==> config.mk <==
export PLATFORM = sky130hd
export DESIGN_NAME = apb_master_bridge_mc
export DESIGN_NICKNAME = d
export VERILOG_FILES = /design/src/rtl/apb_master_bridge_mc.sv
export SDC_FILE = /design/constraint.sdc
export NUM_CORES = 1
export LEC_CHECK = 0
export CAP_MARGIN = 10
export CORE_ASPECT_RATIO = 0.6
export CORE_UTILIZATION = 35
export CTS_CLUSTER_SIZE = 20
export DETAILED_ROUTE_END_ITERATION = 10
export GPL_TIMING_DRIVEN = 0
export MAX_ROUTING_LAYER = met4
export PLACE_DENSITY = 0.77
export SYNTH_ARGS = -nofsm -noshare
export SYNTH_HDL_FRONTEND = slang
export SYNTH_SLANG_ARGS = --single-unit
==> constraint.sdc <==
create_clock -name pclk -period 4 [get_ports pclk]
set_clock_uncertainty 0.1 [all_clocks]
set_input_delay 0.6 -clock pclk [delete_from_list [all_inputs] [get_ports pclk]]
set_output_delay 0.6 -clock pclk [all_outputs]
set_load 0.005 [all_outputs]
==> src/rtl/apb_master_bridge_mc.sv <==
// APB4 master bridge: single request port in, shared APB bus out with one
// select line per slave. Adds address decode, byte strobes, back-to-back
// transfers and an ACCESS wait-state timeout that aborts hung slaves.
module apb_master_bridge_mc #(
  parameter int ADDR_WIDTH     = 32,
  parameter int DATA_WIDTH     = 32,
  parameter int NUM_SLAVES     = 4,
  parameter int SEL_LSB        = 12,
  parameter int TIMEOUT_CYCLES = 16
) (
  input  logic                               pclk,
  input  logic                               preset,
  // bridge-side request port
  input  logic                               trans_i,
  output logic                               ready_o,
  input  logic [ADDR_WIDTH-1:0]              addr_i,
  input  logic [DATA_WIDTH-1:0]              wdata_i,
  input  logic [DATA_WIDTH/8-1:0]            strb_i,
  input  logic                               wr_rd_i,
  output logic                               done_o,
  output logic [DATA_WIDTH-1:0]              rdata_o,
  output logic                               trans_err_o,
  // APB bus
  output logic [NUM_SLAVES-1:0]              pselx,
  output logic                               penable,
  output logic                               pwrite,
  output logic [ADDR_WIDTH-1:0]              paddr,
  output logic [DATA_WIDTH-1:0]              pwdata,
  output logic [DATA_WIDTH/8-1:0]            pstrb,
  input  logic [NUM_SLAVES*DATA_WIDTH-1:0]   prdata,
  input  logic [NUM_SLAVES-1:0]              pready,
  input  logic [NUM_SLAVES-1:0]              pslverr
);

  localparam int IDX_W = (NUM_SLAVES > 1) ? $clog2(NUM_SLAVES) : 1;
  localparam int CNT_W = (TIMEOUT_CYCLES > 0) ? $clog2(TIMEOUT_CYCLES + 1) : 1;

  typedef enum logic [1:0] {IDLE, SETUP, ACCESS, DERR} state_t;

  state_t                  state;
  logic [IDX_W-1:0]        cur_idx;
  logic [CNT_W-1:0]        wait_cnt;

  logic [IDX_W-1:0]        req_idx;
  logic                    req_in_range;
  logic [NUM_SLAVES-1:0]   req_sel;

  logic                    sel_ready;
  logic                    sel_err;
  logic [DATA_WIDTH-1:0]   sel_rdata;

  logic                    accept;
  logic                    timeout_hit;

  // Decode the slave index of the request currently presented
  always_comb begin
    req_idx      = addr_i[SEL_LSB +: IDX_W];
    req_in_range = (int'(req_idx) < NUM_SLAVES);
    req_sel      = '0;
    for (int unsigned k = 0; k < NUM_SLAVES; k++) begin
      if (req_idx == IDX_W'(k)) req_sel[k] = 1'b1;
    end
  end

  // Pick the response of the selected slave only; others are ignored
  always_comb begin
    sel_ready = 1'b0;
    sel_err   = 1'b0;
    sel_rdata = '0;
    for (int unsigned k = 0; k < NUM_SLAVES; k++) begin
      if (cur_idx == IDX_W'(k)) begin
        sel_ready = pready[k];
        sel_err   = pslverr[k];
        sel_rdata = prdata[k*DATA_WIDTH +: DATA_WIDTH];
      end
    end
  end

  // Request handshake and wait-state limit
  always_comb begin
    ready_o     = !preset && ((state == IDLE) || ((state == ACCESS) && sel_ready));
    accept      = trans_i && ready_o;
    timeout_hit = (TIMEOUT_CYCLES != 0) && ((int'(wait_cnt) + 1) == TIMEOUT_CYCLES);
  end

  // Transfer FSM with registered APB and bridge outputs
  always_ff @(posedge pclk or posedge preset) begin
    if (preset) begin
      state       <= IDLE;
      cur_idx     <= '0;
      wait_cnt    <= '0;
      pselx       <= '0;
      penable     <= 1'b0;
      pwrite      <= 1'b0;
      paddr       <= '0;
      pwdata      <= '0;
      pstrb       <= '0;
      done_o      <= 1'b0;
      rdata_o     <= '0;
      trans_err_o <= 1'b0;
    end else begin
      done_o <= 1'b0;
      case (state)
        IDLE: begin
        end
        SETUP: begin
          penable <= 1'b1;
          state   <= ACCESS;
        end
        ACCESS: begin
          if (sel_ready) begin
            done_o      <= 1'b1;
            trans_err_o <= sel_err;
            rdata_o     <= (!pwrite && !sel_err) ? sel_rdata : '0;
            pselx       <= '0;
            penable     <= 1'b0;
            state       <= IDLE;
          end else if (timeout_hit) begin
            done_o      <= 1'b1;
            trans_err_o <= 1'b1;
            rdata_o     <= '0;
            pselx       <= '0;
            penable     <= 1'b0;
            state       <= IDLE;
          end else begin
            wait_cnt <= wait_cnt + 1'b1;
          end
        end
        DERR: begin
          done_o      <= 1'b1;
          trans_err_o <= 1'b1;
          rdata_o     <= '0;
          state       <= IDLE;
        end
        default: state <= IDLE;
      endcase

      // Acceptance happens from IDLE or from a completing ACCESS; placing it
      // after the case lets a new request override the return to IDLE, which
      // gives back-to-back transfers without an idle cycle.
      if (accept) begin
        cur_idx  <= req_idx;
        wait_cnt <= '0;
        paddr    <= addr_i;
        pwrite   <= wr_rd_i;
        pwdata   <= wdata_i;
        pstrb    <= wr_rd_i ? strb_i : '0;
        penable  <= 1'b0;
        if (req_in_range) begin
          pselx <= req_sel;
          state <= SETUP;
        end else begin
          pselx <= '0;
          state <= DERR;
        end
      end
    end
  end

endmodule

Word level (Yosys, flattened, before mapping):

Cells that the tools add are included.
W data, S select, Z words.

* add/sub/neg operators: 2
* eq/ne operators: 14
* mux-type cells: 43
* reductions and logical operators: 21

Operator list (count)
* $mux W32: 7
* $pmux W32 S2: 1
* $mux W4: 5
* $mux W5: 4
* $mux W1: 19
* $eq A2 B2 Y1 const B: 6
* $reduce_and A2 Y1: 4
* $add A5 B1 Y6 const B: 1
* $eq A2 B1 Y1 const B: 3
* $eq A6 B5 Y1 const B: 1
* $logic_not A2 Y1: 3
* $mux W2: 3
* $pmux W1 S2: 3
* $pmux W2 S3: 1
* $reduce_bool A3 Y1: 2
* $add A5 B1 Y5 const B: 1
* $logic_and A1 B1 Y1: 4
* $ne A4 B4 Y1 const B: 1
* $reduce_bool A2 Y1: 2
* $reduce_bool A4 Y1: 1
* $logic_not A1 Y1: 3
* $ne A3 B3 Y1 const B: 1
* $reduce_and A3 Y1: 1
* $ne A2 B1 Y1 const B: 1
* other kinds (2): 2

* flip-flop bits (word level): 117
* bits of input ports: 208
* output and inout port bits: 109
* word-level logic and storage cells: 92

Depth between registers and ports, before layout:

Gate-level depths: netlist of the first run.

* depth in word-level cells: 11
* gate-level depth with buffers: 8
* depth with buffers taken out: 6

Worst setup path before layout of the first run:

Ideal clock, no wire load.

* path type: input port to flip-flop
* from: input preset
* to: register pselx[3]
* setup time: 0.124 ns
* arrival: 3.959 ns
* required time: 3.776 ns
* setup slack: -0.183 ns
* stages: 3
* buffers on the path: 0
* cell sequence: inv_1 > a32oi_1 > a32o_1

* word-level cells in the longest chain between the ends: 5
* elaborated cells on any way between the ends: 7
* those cells by class: 1 x mux; 6 x reduce/logical

Ends and longest elaborated chain
* start, declared: line 12 `input logic preset,`
* $logic_not A1 Y1 (no source line) *
* $logic_and A1 B1 Y1 *: line 81 `ready_o = !preset && ((state == IDLE) || ((state == ACCESS) && sel_ready));`
* $logic_and A1 B1 Y1 *: line 82 `accept = trans_i && ready_o;`
* $reduce_bool A3 Y1 (no source line) / $reduce_bool A2 Y1 (equally long branches)
* $reduce_and A2 Y1 (no source line)
* end signal, assigned: line 150 `pselx <= req_sel;`
* end, declared: line 24 `output logic [NUM_SLAVES-1:0] pselx,`

Mark *: on every way between the ends. The rest lies on a longest branch, timed or not.
A chain may end at the register's enable or synchronous reset.

==> results_dict.tcl, run 1 <==
set metrics [dict create \
    dp_cells 1021 \
    avgSynthCellArea_um2 11.2 \
    worst_pin_slew_ns 0.797 \
    synth_compound_area_frac 0.0258 \
    synthFlopType "dfrtp_1" \
    timing.final.ws_setup_ns 0.888 \
    cts_sinks 115 \
    cp_num_buf_inv 2 \
    r2r-start "paddr[13]" \
    synthAdderAreaFrac 0.00224 \
    drv_cap 0 \
    crit_path_max_incr_delay_ns 0.47 \
    cts_hold_buf 0 \
    worst_setup_path_start_kind "flip-flop" \
    die_x_um 165 \
    num-fill-cells 1281 \
    cp.required_ns 3.30 \
    synth_top_family_by_area "multiplexers" \
    max_clock_freq_mhz 321 \
    leakage_nw 4.39 \
    synthCells 499 \
    wire_per_inst_um 16.6 \
    cts.htree.levels 4 \
    finalPower_mw 5.30 \
    power_density_mw_per_mm2 548 \
    setup_viol 0 \
    root_buffer "clkbuf_16" \
    peakVddDrop_mv 0.246 \
    grt_first_pass_wirelength_um 27900 \
    synth_top_area_cell "dfrtp_1" \
    grt-ovfl-total 0 \
    areaGrowthSynthToFinish_pct 73.4 \
    rsz0062_at_grt "no" \
    rrSetupSlack_ns 1.51 \
    syn_nets 708 \
    worstPathArrival_ns 2.41 \
    rows 35 \
    finalCritPeriodShare 0.778 \
    synth-simple-area-share 0.194 \
    die_h_um 99.8 \
    io_buffers 316 \
    io_pins 317 \
    critical_path_class "flip-flop to primary output" \
    critPathLaunch "paddr[13]" \
    synth_top_cell_area_share 0.516 \
    cts.path.max_buffers 2 \
    worstPathMaxFanout 8 \
    cts_buffers 17 \
    num_vias 4965 \
    place_hpwl_um 13800 \
    globalplace.congestion 0.805 \
    hold_viol 0 \
    grt_usage 0.228 \
    dr.pass1.iters 4 \
    endpoint_kind "primary output" \
    timing.slew.headroom 0.468 \
    grt_max_degree 42 \
    fin_tns_setup_ns 0 \
    final_nets 1046 \
    synthXorXnorAreaFrac 0.00157 \
    antennaDiodeCount 0 \
    dpl_worst_slack_ns 0.961 \
    crit_family "buffers and inverters" \
    antenna_found_initial 0 \
    synth-seq-area-share 0.516 \
    fin_crit_ns 3.11 \
    clock_latency_ns 0.40 \
    synth_edf_count 0 \
    reg2regPathDepth 5 \
    final_layout_size_suffix_gt1_frac 0.138 \
    min_path_cells 2 \
    coreArea_mm2 0.0155 \
    async_flop_share 1.00 \
    cts_tree "yes" \
    initial_utilization 0.361 \
    synth_cell_types 37 \
    min-delay-start "paddr[0]" \
    vias_per_cell 4.72 \
    status "complete, no violations" \
    drt.antenna.violating_nets 0 \
    synth_area_leaders "dfrtp_1 (52%), nand2_1 (14%), mux4_2 (14%), mux2_4 (7.3%), and3_1 (3.6%)" \
    final_cells 1053 \
    grt_pass1_vias 5342 \
    drc_errors 0 \
    clk_pin_slew_worst_paths_ns 0.06 \
    hold_end "paddr[0]" \
    cp_slowest_cell "clkdlybuf4s50_1" \
    synthMuxAreaShare 0.222 \
    cts_resized 0 \
    mostFrequentLayoutCell "clkdlybuf4s50_1" \
    syn_area_mm2 0.00558 \
    wirelength_um 17500 \
    min_path_type "flip-flop to flip-flop" \
    reg2reg_to "wait_cnt[4]" \
    drt_iter0_drc 191 \
    crit_chain "clkbuf_1, mux4_2, nand2b_1, and2_1, clkdlybuf4s50_1" \
    layout_common_cells "clkdlybuf4s50_1 (316), nand2_1 (206), dfrtp_1 (115)" \
    post_cts_buffers 0 \
    ys_warn_count 0 \
    ys_seq_elements 115 \
    die_area_mm2 0.0165 \
    maxSlewViolCount 0 \
]
## stage by stage
| stage | hold slack, ns | util | area (um^2) |
|---|---|---|---|
| after global placement | 0.349 | 0.582 | 9000 |
| final | 0.373 | 0.625 | 9670 |
| after detailed placement | 0.357 | 0.586 | 9060 |
| after global routing | 0.388 | 0.625 | 9670 |
| after CTS | 0.376 | 0.625 | 9670 |
| after floorplan | 0.363 | - | 5580 |
## power breakdown
group / internal (mW) / switching (mW) / total (mW)
sequential: 1.52 / 0.212 / 1.73
clock: 0.988 / 0.563 / 1.55
combinational: 1.29 / 0.730 / 2.02
## cells by family (layout without fill, tap and decap cells)
family,after synthesis,count (layout)
adder cells (fa/ha/maj),1,1
XOR/XNOR,1,1
multiplexers,67,67
buffers and inverters,38,389
AND/OR/NAND/NOR,259,259
flip-flops,115,115
AO/OA/AOI/OAI,18,18
## registers in the layout (all words and copies together), names as in the netlist
signal	count
paddr	32
pwdata	32
rdata_o	32
wait_cnt	5
pselx	4
pstrb	4
state	2
done_o	1
penable	1
pwrite	1
trans_err_o	1
## cell usage after synthesis, drive strengths merged (2+ instances only)
master,instances
dfrtp,115
nand2,206
nor3,2
mux4,34
and3,32
nor2b,2
a22o,3
nor2,4
mux2i,2
clkbuf,17
nand3,9
o2bb2ai,2
nand2b,2
buf,16
o21ai,2
and2,2
mux2,31
inv,5
## routing by layer
metal / share of wire / track usage / wire [um]
met1: 0.46 / 0.299 / 8000
met2: 0.46 / 0.359 / 8080
met3: 0.074 / 0.0626 / 1300
met4: 0.0062 / 0.0381 / 108
met5: 0 / - / 0
## worst max path at each step
stage               slack, ns       end  cells after the start
global placement        -1.15  pselx[2]                      4
finish                   0.89   ready_o                      5
floorplan                0.66  pselx[2]                      3
CTS                      0.88   ready_o                      5
global route             0.75   ready_o                      5
detailed placement       0.96   ready_o                      5
## area by class of cell
| cell class | instances | area (um^2) | area share |
|---|---|---|---|
| Timing Repair Buffer | 319 | 3220 | 0.333 |
| Sequential cell | 115 | 2880 | 0.298 |
| Multi-Input combinational cell | 346 | 2480 | 0.257 |
| Clock buffer | 18 | 429 | 0.0444 |
| Tap cell | 203 | 254 | 0.0263 |
| Buffer | 33 | 196 | 0.0203 |
| Clock inverter | 14 | 180 | 0.0186 |
| Inverter | 5 | 22.5 | 0.00233 |
## worst reg2reg max path: stages, from the launching register on
cell and delay [ns]:
dfrtp_1 0.40, clkbuf_1 0.38, mux4_2 0.44, a311oi_1 0.56, nor2_1 0.17, a211o_1 0.32
No activity file was read; power rests on OpenSTA's default activity.
==> run 2: changes to the inputs <==
--- a/config.mk
+++ b/config.mk
@@ -7,12 +7,12 @@
 export LEC_CHECK = 0
 export CAP_MARGIN = 10
 export CORE_ASPECT_RATIO = 0.6
-export CORE_UTILIZATION = 35
+export CORE_UTILIZATION = 39
 export CTS_CLUSTER_SIZE = 20
 export DETAILED_ROUTE_END_ITERATION = 10
 export GPL_TIMING_DRIVEN = 0
 export MAX_ROUTING_LAYER = met4
-export PLACE_DENSITY = 0.77
+export PLACE_DENSITY = 0.82
 export SYNTH_ARGS = -nofsm -noshare
 export SYNTH_HDL_FRONTEND = slang
 export SYNTH_SLANG_ARGS = --single-unit
==> constraint.sdc (replaced) <==
create_clock -name pclk -period 3.1 [get_ports pclk]
set_clock_uncertainty 0.1 [all_clocks]
set_input_delay 0.465 -clock pclk [delete_from_list [all_inputs] [get_ports pclk]]
set_output_delay 0.465 -clock pclk [all_outputs]
set_load 0.005 [all_outputs]
==> run 2 against run 1 <==
Compared with the run above: largest power group unchanged; global-route usage is 3.8 points higher; clock power increased by 25%; total power increased by 28%; cell area fell by 0.52%; register-to-register slack lost 0.96 ns; sequential power increased by 29%; via count is 3.6% higher.
==> results_dict.tcl, run 2 (synthesis gave the netlist of run 1 again) <==
set metrics [dict create \
    status "complete, no violations" \
    drt_iter0_drc 183 \
    io_buffers 316 \
    io_pins 317 \
    die_x_um 156 \
    cts.htree.levels 4 \
    grt_pass1_vias 5490 \
    max_clock_freq_mhz 341 \
    drt.antenna.violating_nets 0 \
    initial_utilization 0.404 \
    die_area_mm2 0.0148 \
    rows 33 \
    coreArea_mm2 0.0138 \
    root_buffer "clkbuf_16" \
    critical_path_class "flip-flop to primary output" \
    rsz0062_at_grt "no" \
    cts_resized 0 \
    min_path_type "flip-flop to flip-flop" \
    layout_common_cells "clkdlybuf4s50_1 (316), nand2_1 (206), dfrtp_1 (115)" \
    worstPathArrival_ns 2.37 \
    grt_usage 0.266 \
    setup_viol 0 \
    final_layout_size_suffix_gt1_frac 0.138 \
    cts.path.max_buffers 2 \
    antenna_found_initial 0 \
    mostFrequentLayoutCell "clkdlybuf4s50_1" \
    areaGrowthSynthToFinish_pct 72.5 \
    post_cts_buffers 0 \
    maxSlewViolCount 0 \
    worst_setup_path_start_kind "flip-flop" \
    wire_per_inst_um 17.6 \
    final_cells 1042 \
    hold_viol 0 \
    dr.pass1.iters 4 \
    grt-ovfl-total 0 \
    clock_latency_ns 0.39 \
    final_nets 1046 \
    place_hpwl_um 14500 \
    cts_buffers 17 \
    grt_first_pass_wirelength_um 28800 \
    timing.slew.headroom 0.376 \
    cts_hold_buf 0 \
    fin_crit_ns 2.94 \
    peakVddDrop_mv 0.446 \
    dp_cells 1009 \
    power_density_mw_per_mm2 707 \
    cts_tree "yes" \
    worstPathMaxFanout 8 \
    cp.required_ns 2.53 \
    grt_max_degree 41 \
    leakage_nw 4.38 \
    die_h_um 94.6 \
    drv_cap 0 \
    finalCritPeriodShare 0.947 \
    clk_pin_slew_worst_paths_ns 0.06 \
    cts_sinks 115 \
    finalPower_mw 6.79 \
    vias_per_cell 4.94 \
    worst_pin_slew_ns 0.937 \
    antennaDiodeCount 0 \
    endpoint_kind "primary output" \
    num_vias 5144 \
    wirelength_um 18300 \
    globalplace.congestion 0.864 \
    top_regs "paddr (32), pwdata (32), rdata_o (32)" \
    drc_errors 0 \
]
run 2: routing by layer:
layer	vias up	global-route usage	wire [um]
li1	2381	-	-
met1	2537	0.339	8120
met2	208	0.427	8630
met3	18	0.0661	1320
met4	0	0.0662	216
met5	-	-	0
run 2: report_power, final:
part | switching, mW | internal (mW) | leakage (nW)
logic | 0.966 | 1.66 | 2.62
clock network | 0.701 | 1.23 | 0.278
registers | 0.285 | 1.96 | 1.48
total | 1.95 | 4.84 | 4.38
run 2: area by class of cell:
cell class / count / area, um^2
fill: 1057 / 4180
timing repair buffer: 318 / 3200
sequential: 115 / 2880
multi-input combinational: 346 / 2480
clock buffer: 20 / 457
tap: 192 / 240
buffer: 33 / 196
clock inverter: 12 / 131
inverter: 5 / 22.5
timing repair inverter: 1 / 5.00
run 2: per-stage QoR:
step / setup WS [ns] / hold slack [ns] / util / area, um^2 / TNS, ns
after floorplan: -0.101 / 0.363 / - / 5580 / -0.374
after global placement: -1.51 / 0.355 / 0.651 / 8980 / -7.42
after detailed placement: -0.341 / 0.360 / 0.654 / 9020 / -1.61
after CTS: 0.0673 / 0.372 / 0.697 / 9610 / 0
after global routing: 0.0825 / 0.393 / 0.697 / 9620 / 0
final: 0.165 / 0.372 / 0.697 / 9620 / 0
run 2: critical path: stages (launching register included):
cell             delay (ns)
dfrtp_1                0.38
clkbuf_1               0.34
mux4_2                 0.44
nand2b_1               0.20
and2_1                 0.16
clkdlybuf4s50_1        0.46
run 2: final timing paths:
check | endpoint | slack, ns | depth (start not counted) | startpoint
max | ready_o | 0.16 | 5 | paddr[13]
min | paddr[2] | 0.37 | 2 | paddr[2]
max reg2reg | rdata_o[1] | 0.55 | 5 | paddr[12]
min reg2reg | paddr[2] | 0.37 | 2 | paddr[2]
max in group asynchronous | rdata_o[19] | 1.53 | 4 | preset
min in group asynchronous | pwdata[15] | 0.53 | 2 | preset
==> edit 1, RTL diff (flow settings as in run 1) <==
Put one more register stage on the output `trans_err_o`, without a reset. The value now appears one clock later. The other outputs are not delayed to match.
--- a/src/rtl/apb_master_bridge_mc.sv
+++ b/src/rtl/apb_master_bridge_mc.sv
@@ -38,2 +38,4 @@
   typedef enum logic [1:0] {IDLE, SETUP, ACCESS, DERR} state_t;
+
+  logic trans_err_s0;
 
@@ -99,3 +101,3 @@
       rdata_o     <= '0;
-      trans_err_o <= 1'b0;
+      trans_err_s0 <= 1'b0;
     end else begin
@@ -112,3 +114,3 @@
             done_o      <= 1'b1;
-            trans_err_o <= sel_err;
+            trans_err_s0 <= sel_err;
             rdata_o     <= (!pwrite && !sel_err) ? sel_rdata : '0;
@@ -119,3 +121,3 @@
             done_o      <= 1'b1;
-            trans_err_o <= 1'b1;
+            trans_err_s0 <= 1'b1;
             rdata_o     <= '0;
@@ -130,3 +132,3 @@
           done_o      <= 1'b1;
-          trans_err_o <= 1'b1;
+          trans_err_s0 <= 1'b1;
           rdata_o     <= '0;
@@ -159,2 +161,6 @@
 
+  always_ff @(posedge pclk) begin
+    trans_err_o <= trans_err_s0;
+  end
+
 endmodule
Formal check against the unedited RTL: not equivalent (a bounded check fails within 4 cycles, from zero or initial values and one cycle with preset high).
==> edit 1 against run 1 <==
- total power shrank 2.8%
- count of clock-buffer cells in the layout grew 1
- synthesized area shrank 5.5%
- worst setup slack gained 48 ps
- critical endpoint unchanged
- routed wire length grew 2.7%
- cell area shrank 3.9%
- clock power shrank 6%
- final cell count shrank 3.9%
- first-iteration DRC count grew 61%
- sequential cell count grew 1
- critical path type is now input port to output port
==> edit 1: results (changes against run 1) <==
Parameter                              Value

Logic synthesis
  Synthesis warning total    0 (unchanged)
  Synthesized net count    674 (was 708)
  Most numerous cell types in the synthesized netlist    sky130_fd_sc_hd__nand2_1, sky130_fd_sc_hd__dfrtp_1, sky130_fd_sc_hd__a22o_1 (was sky130_fd_sc_hd__nand2_1, sky130_fd_sc_hd__dfrtp_1, sky130_fd_sc_hd__mux4_2)
  Distinct cell type count of the synthesized netlist    37 (unchanged)
  Cell count after synthesis    465 (was 499)
  Part of the Yosys area used for sequential elements    55.02% (was 51.62%)
  Primary FF master, synth    sky130_fd_sc_hd__dfrtp_1 (unchanged)
  Proportion of register bits with asynchronous set or reset after synthesis    99.14% (was 100.0%)
  Cell types with the largest area share after synthesis    sky130_fd_sc_hd__dfrtp_1, sky130_fd_sc_hd__nand2_1, sky130_fd_sc_hd__mux4_2 (unchanged)

Layout
  Layout net count    1010 (was 1046)
  Registers with the most flip-flops    paddr: 32 flops, pwdata: 32 flops, rdata_o: 32 flops (unchanged)
  Number of diodes added for antenna fixing    0 (unchanged)
  Proportion of layout cells with a drive suffix above 1    12.41% (was 13.76%)
  Number of inserted filler cells in the final layout    1157 (was 1281)

Drt
  Routed vias    4875 (was 4965)
  1st-pass router iterations    4 (unchanged)
  Number of DRC violations after detailed-routing iteration 0    307 (was 191)
  Post-route DRC    0 (unchanged)
  Routed wire length per instance    17.75 um (was 16.61 um)
  Vias per cell    4.817 (was 4.715)

Clock network
  Worst-Skew Late Latency    390 ps
  Clock-pin slew on the worst setup and hold paths    60 ps (about the same)
  CTS buffer count    17 (unchanged)
  Post-cts repair resize count    0 (unchanged)
  Clock buffer depth    2 (unchanged)
  Root buffer cell    sky130_fd_sc_hd__clkbuf_16 (unchanged)
  H-tree level count    4 (unchanged)
  Buffer count from post-CTS setup fixing    0 (unchanged)

Pwr
  Pwr Density    554.6 nW/um^2 (was 547.9 nW/um^2)
  Worst vdd ir    0.2752 mV (was 0.2458 mV)
  Leak Pwr    4.153 nW (was 4.391 nW)

Place
  Placed Cells    980 (was 1021)
  Place WS    949.8 ps (was 960.6 ps)
  Final Wtd Congestion    0.8609 (was 0.8051)
  DPL Wire Length    14050 um (was 13770 um)
  Number of port buffers    316 (unchanged)
  Post-placement cell area    8707 um^2 (was 9056 um^2)

Worst setup path
  Maximum fanout encountered on the critical timing path    4 (was 8)
  Worst stage delay on the critical path    550 ps (was 470 ps)
  Arrival time of the worst setup path    2360 ps (was 2410 ps)
  Slowest cell on crit path    sky130_fd_sc_hd__mux4_2 (was sky130_fd_sc_hd__clkdlybuf4s50_1)

GRT
  Number of antenna violations at the first check in global routing    0 (unchanged)
  Largest net degree at the start of global routing    66 (was 42)
  All-layer global routing usage    25.15% (was 22.83%)
  Number of global-route vias before repair    5363 (was 5342)
  First-pass GRT wire length    29020 um (was 27900 um)

Min path
  Worst min-delay path category    flop to flop (unchanged)

STA
  Transition at the pin with the smallest max-transition slack    855.5 ps (was 797.3 ps)

Run status
  Run status    finished clean (unchanged)
## edit 1: worst paths after layout
| check | from | to | slack, ps | cells past startpoint |
|---|---|---|---|---|
| setup reg to reg | paddr[12]$_DFFE_PP0P_ | rdata_o[7]$_DFFE_PP0P_ | 1740 | 4 |
| setup / recovery | pready[0] | ready_o | 940 | 5 |
| min in group asynchronous | preset | rdata_o[31]$_DFFE_PP0P_ | 650 | 2 |
| hold / removal | trans_err_s0$_DFFE_PP0P_ | trans_err_o$_DFF_P_ | 280 | 0 |
| hold reg to reg | trans_err_s0$_DFFE_PP0P_ | trans_err_o$_DFF_P_ | 280 | 0 |
| max in group asynchronous | preset | paddr[7]$_DFFE_PP0P_ | 2410 | 3 |
## edit 1: final cells by class
cell class,count,share of cell area [%]
Timing Repair Buffer,317,34.36
Sequential cell,116,31.21
Multi-Input combinational cell,314,23.24
Clock buffer,19,4.878
Tap cell,198,2.668
Buffer,29,2.021
Clock inverter,13,1.348
Inverter,6,0.2695
## edit 1: power breakdown
part	switching, W	internal (W)
Combinational	0.000694	0.00122
Clock	0.000565	0.000895
Sequential	0.000228	0.00155
Total	0.00149	0.00366
## edit 1: cell families (layout without fill, tap and decap cells)
| group | count (synthesis) | after routing | share of synthesized area (%) |
|---|---|---|---|
| AOI/OAI and AO/OA | 48 | 48 | 8.197 |
| xor gates and xnor gates | 1 | 1 | 0.1663 |
| adders and majority gates | 1 | 1 | 0.2375 |
| buffers and inverters | 35 | 384 | 3.991 |
| DFF | 116 | 116 | 55.02 |
| muxes | 36 | 36 | 14.94 |
| and+or+nand+nor | 228 | 228 | 17.44 |
## edit 1: through the flow
step / setup TNS, ps / total power [W]
6_report: 0 / 0.005149
5_1_grt: 0 / 0.005449
4_1_cts: 0 / 0.005212
3_5_place_dp: 0 / 0.003715
3_3_place_gp: -161740 / 0.003661
2_1_floorplan: 0 / 0.002530
## edit 1: per-layer routing
metal	GRT usage, %	up-vias	wire length [um]
li1	-	2265	-
met1	31.38	2377	7590
met2	39.50	204	8641
met3	7.075	29	1363
met4	8.352	0	367
met5	-	-	0
==> edit 2, RTL diff (settings of run 1) <==
Made on the original files. Set the parameter `TIMEOUT_CYCLES` to 32 (it was 16).
--- a/src/rtl/apb_master_bridge_mc.sv
+++ b/src/rtl/apb_master_bridge_mc.sv
@@ -8,3 +8,3 @@
   parameter int SEL_LSB        = 12,
-  parameter int TIMEOUT_CYCLES = 16
+  parameter int TIMEOUT_CYCLES = 32
 ) (
Formal check against the unedited RTL: same outputs for any inputs over 10 cycles, from zero or initial values and one cycle with preset high; that may be too few to reach the edited logic, so the function may still have changed.
==> edit 2 against run 1 <==
- synthesized area hardly changed
- sequential power hardly changed
- sequential cell count is 1 higher
- cell area is 0.48% lower
- global-route usage is 0.77 points lower
- total power is 2.3% lower
- die area hardly changed
- routed wire length is 2.5% lower
- via count is 1.9% higher
- first-iteration DRC count is 40% higher
- worst setup slack better by 80 ps
==> edit 2: results (changes against run 1) <==
Parameter                              Value

Place
  Final Wtd Congestion    0.8067 (was 0.8051)
  Post-placement cell area    9027 um^2 (was 9056 um^2)
  DPL Wire Length    13400 um (was 13770 um)
  Number of port buffers    316 (unchanged)
  Place WS    969.8 ps (was 960.6 ps)

Logic synthesis
  Synthesized net count    721 (was 708)
  Part of the Yosys area used for sequential elements    52.04% (was 51.62%)
  Cell types with the largest area share after synthesis    sky130_fd_sc_hd__dfrtp_1, sky130_fd_sc_hd__nand2_1, sky130_fd_sc_hd__mux4_2 (unchanged)
  Xor-xnor portion of the synthesized cell area    0.1570% (was 0.1571%)
  Adder and majority gate portion of the synthesized area    0.2243% (was 0.2244%)
  Distinct cell type count of the synthesized netlist    35 (was 37)
  Average cell area after synthesis    10.89 um^2 (was 11.17 um^2)
  Multiplexer area fraction after synthesis    20.75% (was 22.17%)
  Most numerous cell types in the synthesized netlist    sky130_fd_sc_hd__nand2_1, sky130_fd_sc_hd__dfrtp_1, sky130_fd_sc_hd__and3_1, sky130_fd_sc_hd__mux4_2, sky130_fd_sc_hd__mux2_2 (was sky130_fd_sc_hd__nand2_1, sky130_fd_sc_hd__dfrtp_1, sky130_fd_sc_hd__mux4_2)
  Compound-gate portion of the synthesized area    3.073% (was 2.581%)

Pwr
  Worst vdd ir    0.2632 mV (was 0.2458 mV)
  Net Sw Power    0.001491 W (was 0.001505 W)
  Sw frac    28.82% (was 28.42%)
  Leak Pwr    4.422 nW (was 4.391 nW)
  Clock distribution power    0.00151 W (was 0.00155 W)

Min path
  Hold path startpoint    pwdata[0]$_DFFE_PP0P_ (was paddr[0]$_DFFE_PP0P_)
  Worst min-delay path category    flop to flop (unchanged)

GRT
  All-layer global routing usage    22.06% (was 22.83%)
  Met1 capacity usage during global routing    30.39% (was 29.92%)
  First-pass GRT wire length    26960 um (was 27900 um)
  Largest net degree at the start of global routing    79 (was 42)
  Number of global-route vias before repair    5158 (was 5342)

Drt
  Routed vias    5060 (was 4965)
  Number of DRC violations after detailed-routing iteration 0    267 (was 191)

STA
  Transition at the pin with the smallest max-transition slack    748.6 ps (was 797.3 ps)
  WHS    371.7 ps (was 372.5 ps)
  Final setup margin    968.0 ps (was 888.3 ps)

Worst setup path
  Logic depth of the worst register-to-register path    7 (was 5)
  Maximum fanout encountered on the critical timing path    8 (unchanged)
  Reg-to-Reg Start    wait_cnt[0]$_DFFE_PP0P_ (was paddr[13]$_DFFE_PP0P_)
  Slack of the worst reg-to-reg path    1550 ps (was 1510 ps)
  Reg-to-reg critical path endpoint    rdata_o[13]$_DFFE_PP0P_ (was wait_cnt[4]$_DFFE_PP0P_)
  Arrival time of the worst setup path    2330 ps (was 2410 ps)

Layout
  Area growth from synthesis to layout    72.45% (was 73.36%)
  Number of non-filler instances in the completed layout    1064 (was 1053)
  Number of inserted filler cells in the final layout    1291 (was 1281)

Run status
  Run status    finished clean (unchanged)
[edit 2: cell types whose count changed in the layout (fill, tap and decap cells not counted), sizes merged, moves of 3 or more]
| cell | change |
|---|---|
| nand2b | +3 |
| clkinv | +3 |
| inv | +3 |
| o32ai | +4 |
| clkinvlp | -5 |
| o21ai | +4 |
[edit 2: final cells by class]
| cell class | count | share of cell area (%) |
|---|---|---|
| buffer | 33 | 1.821 |
| clock buffer | 19 | 4.605 |
| clock inverter | 13 | 1.548 |
| inverter | 6 | 0.2862 |
| multi-input combinational | 357 | 25.75 |
| sequential | 116 | 30.18 |
| tap | 203 | 2.640 |
| timing repair buffer | 317 | 33.17 |
[edit 2: per-layer routing]
| metal | wire (um) | vias to the layer above | part of all wire [%] |
|---|---|---|---|
| met4 | 108 | 0 | 0.63 |
| met1 | 8018 | 2467 | 47 |
| met2 | 7776 | 160 | 46 |
| met3 | 1141 | 10 | 6.7 |
| met5 | 0 | - | 0 |
| li1 | - | 2423 | - |
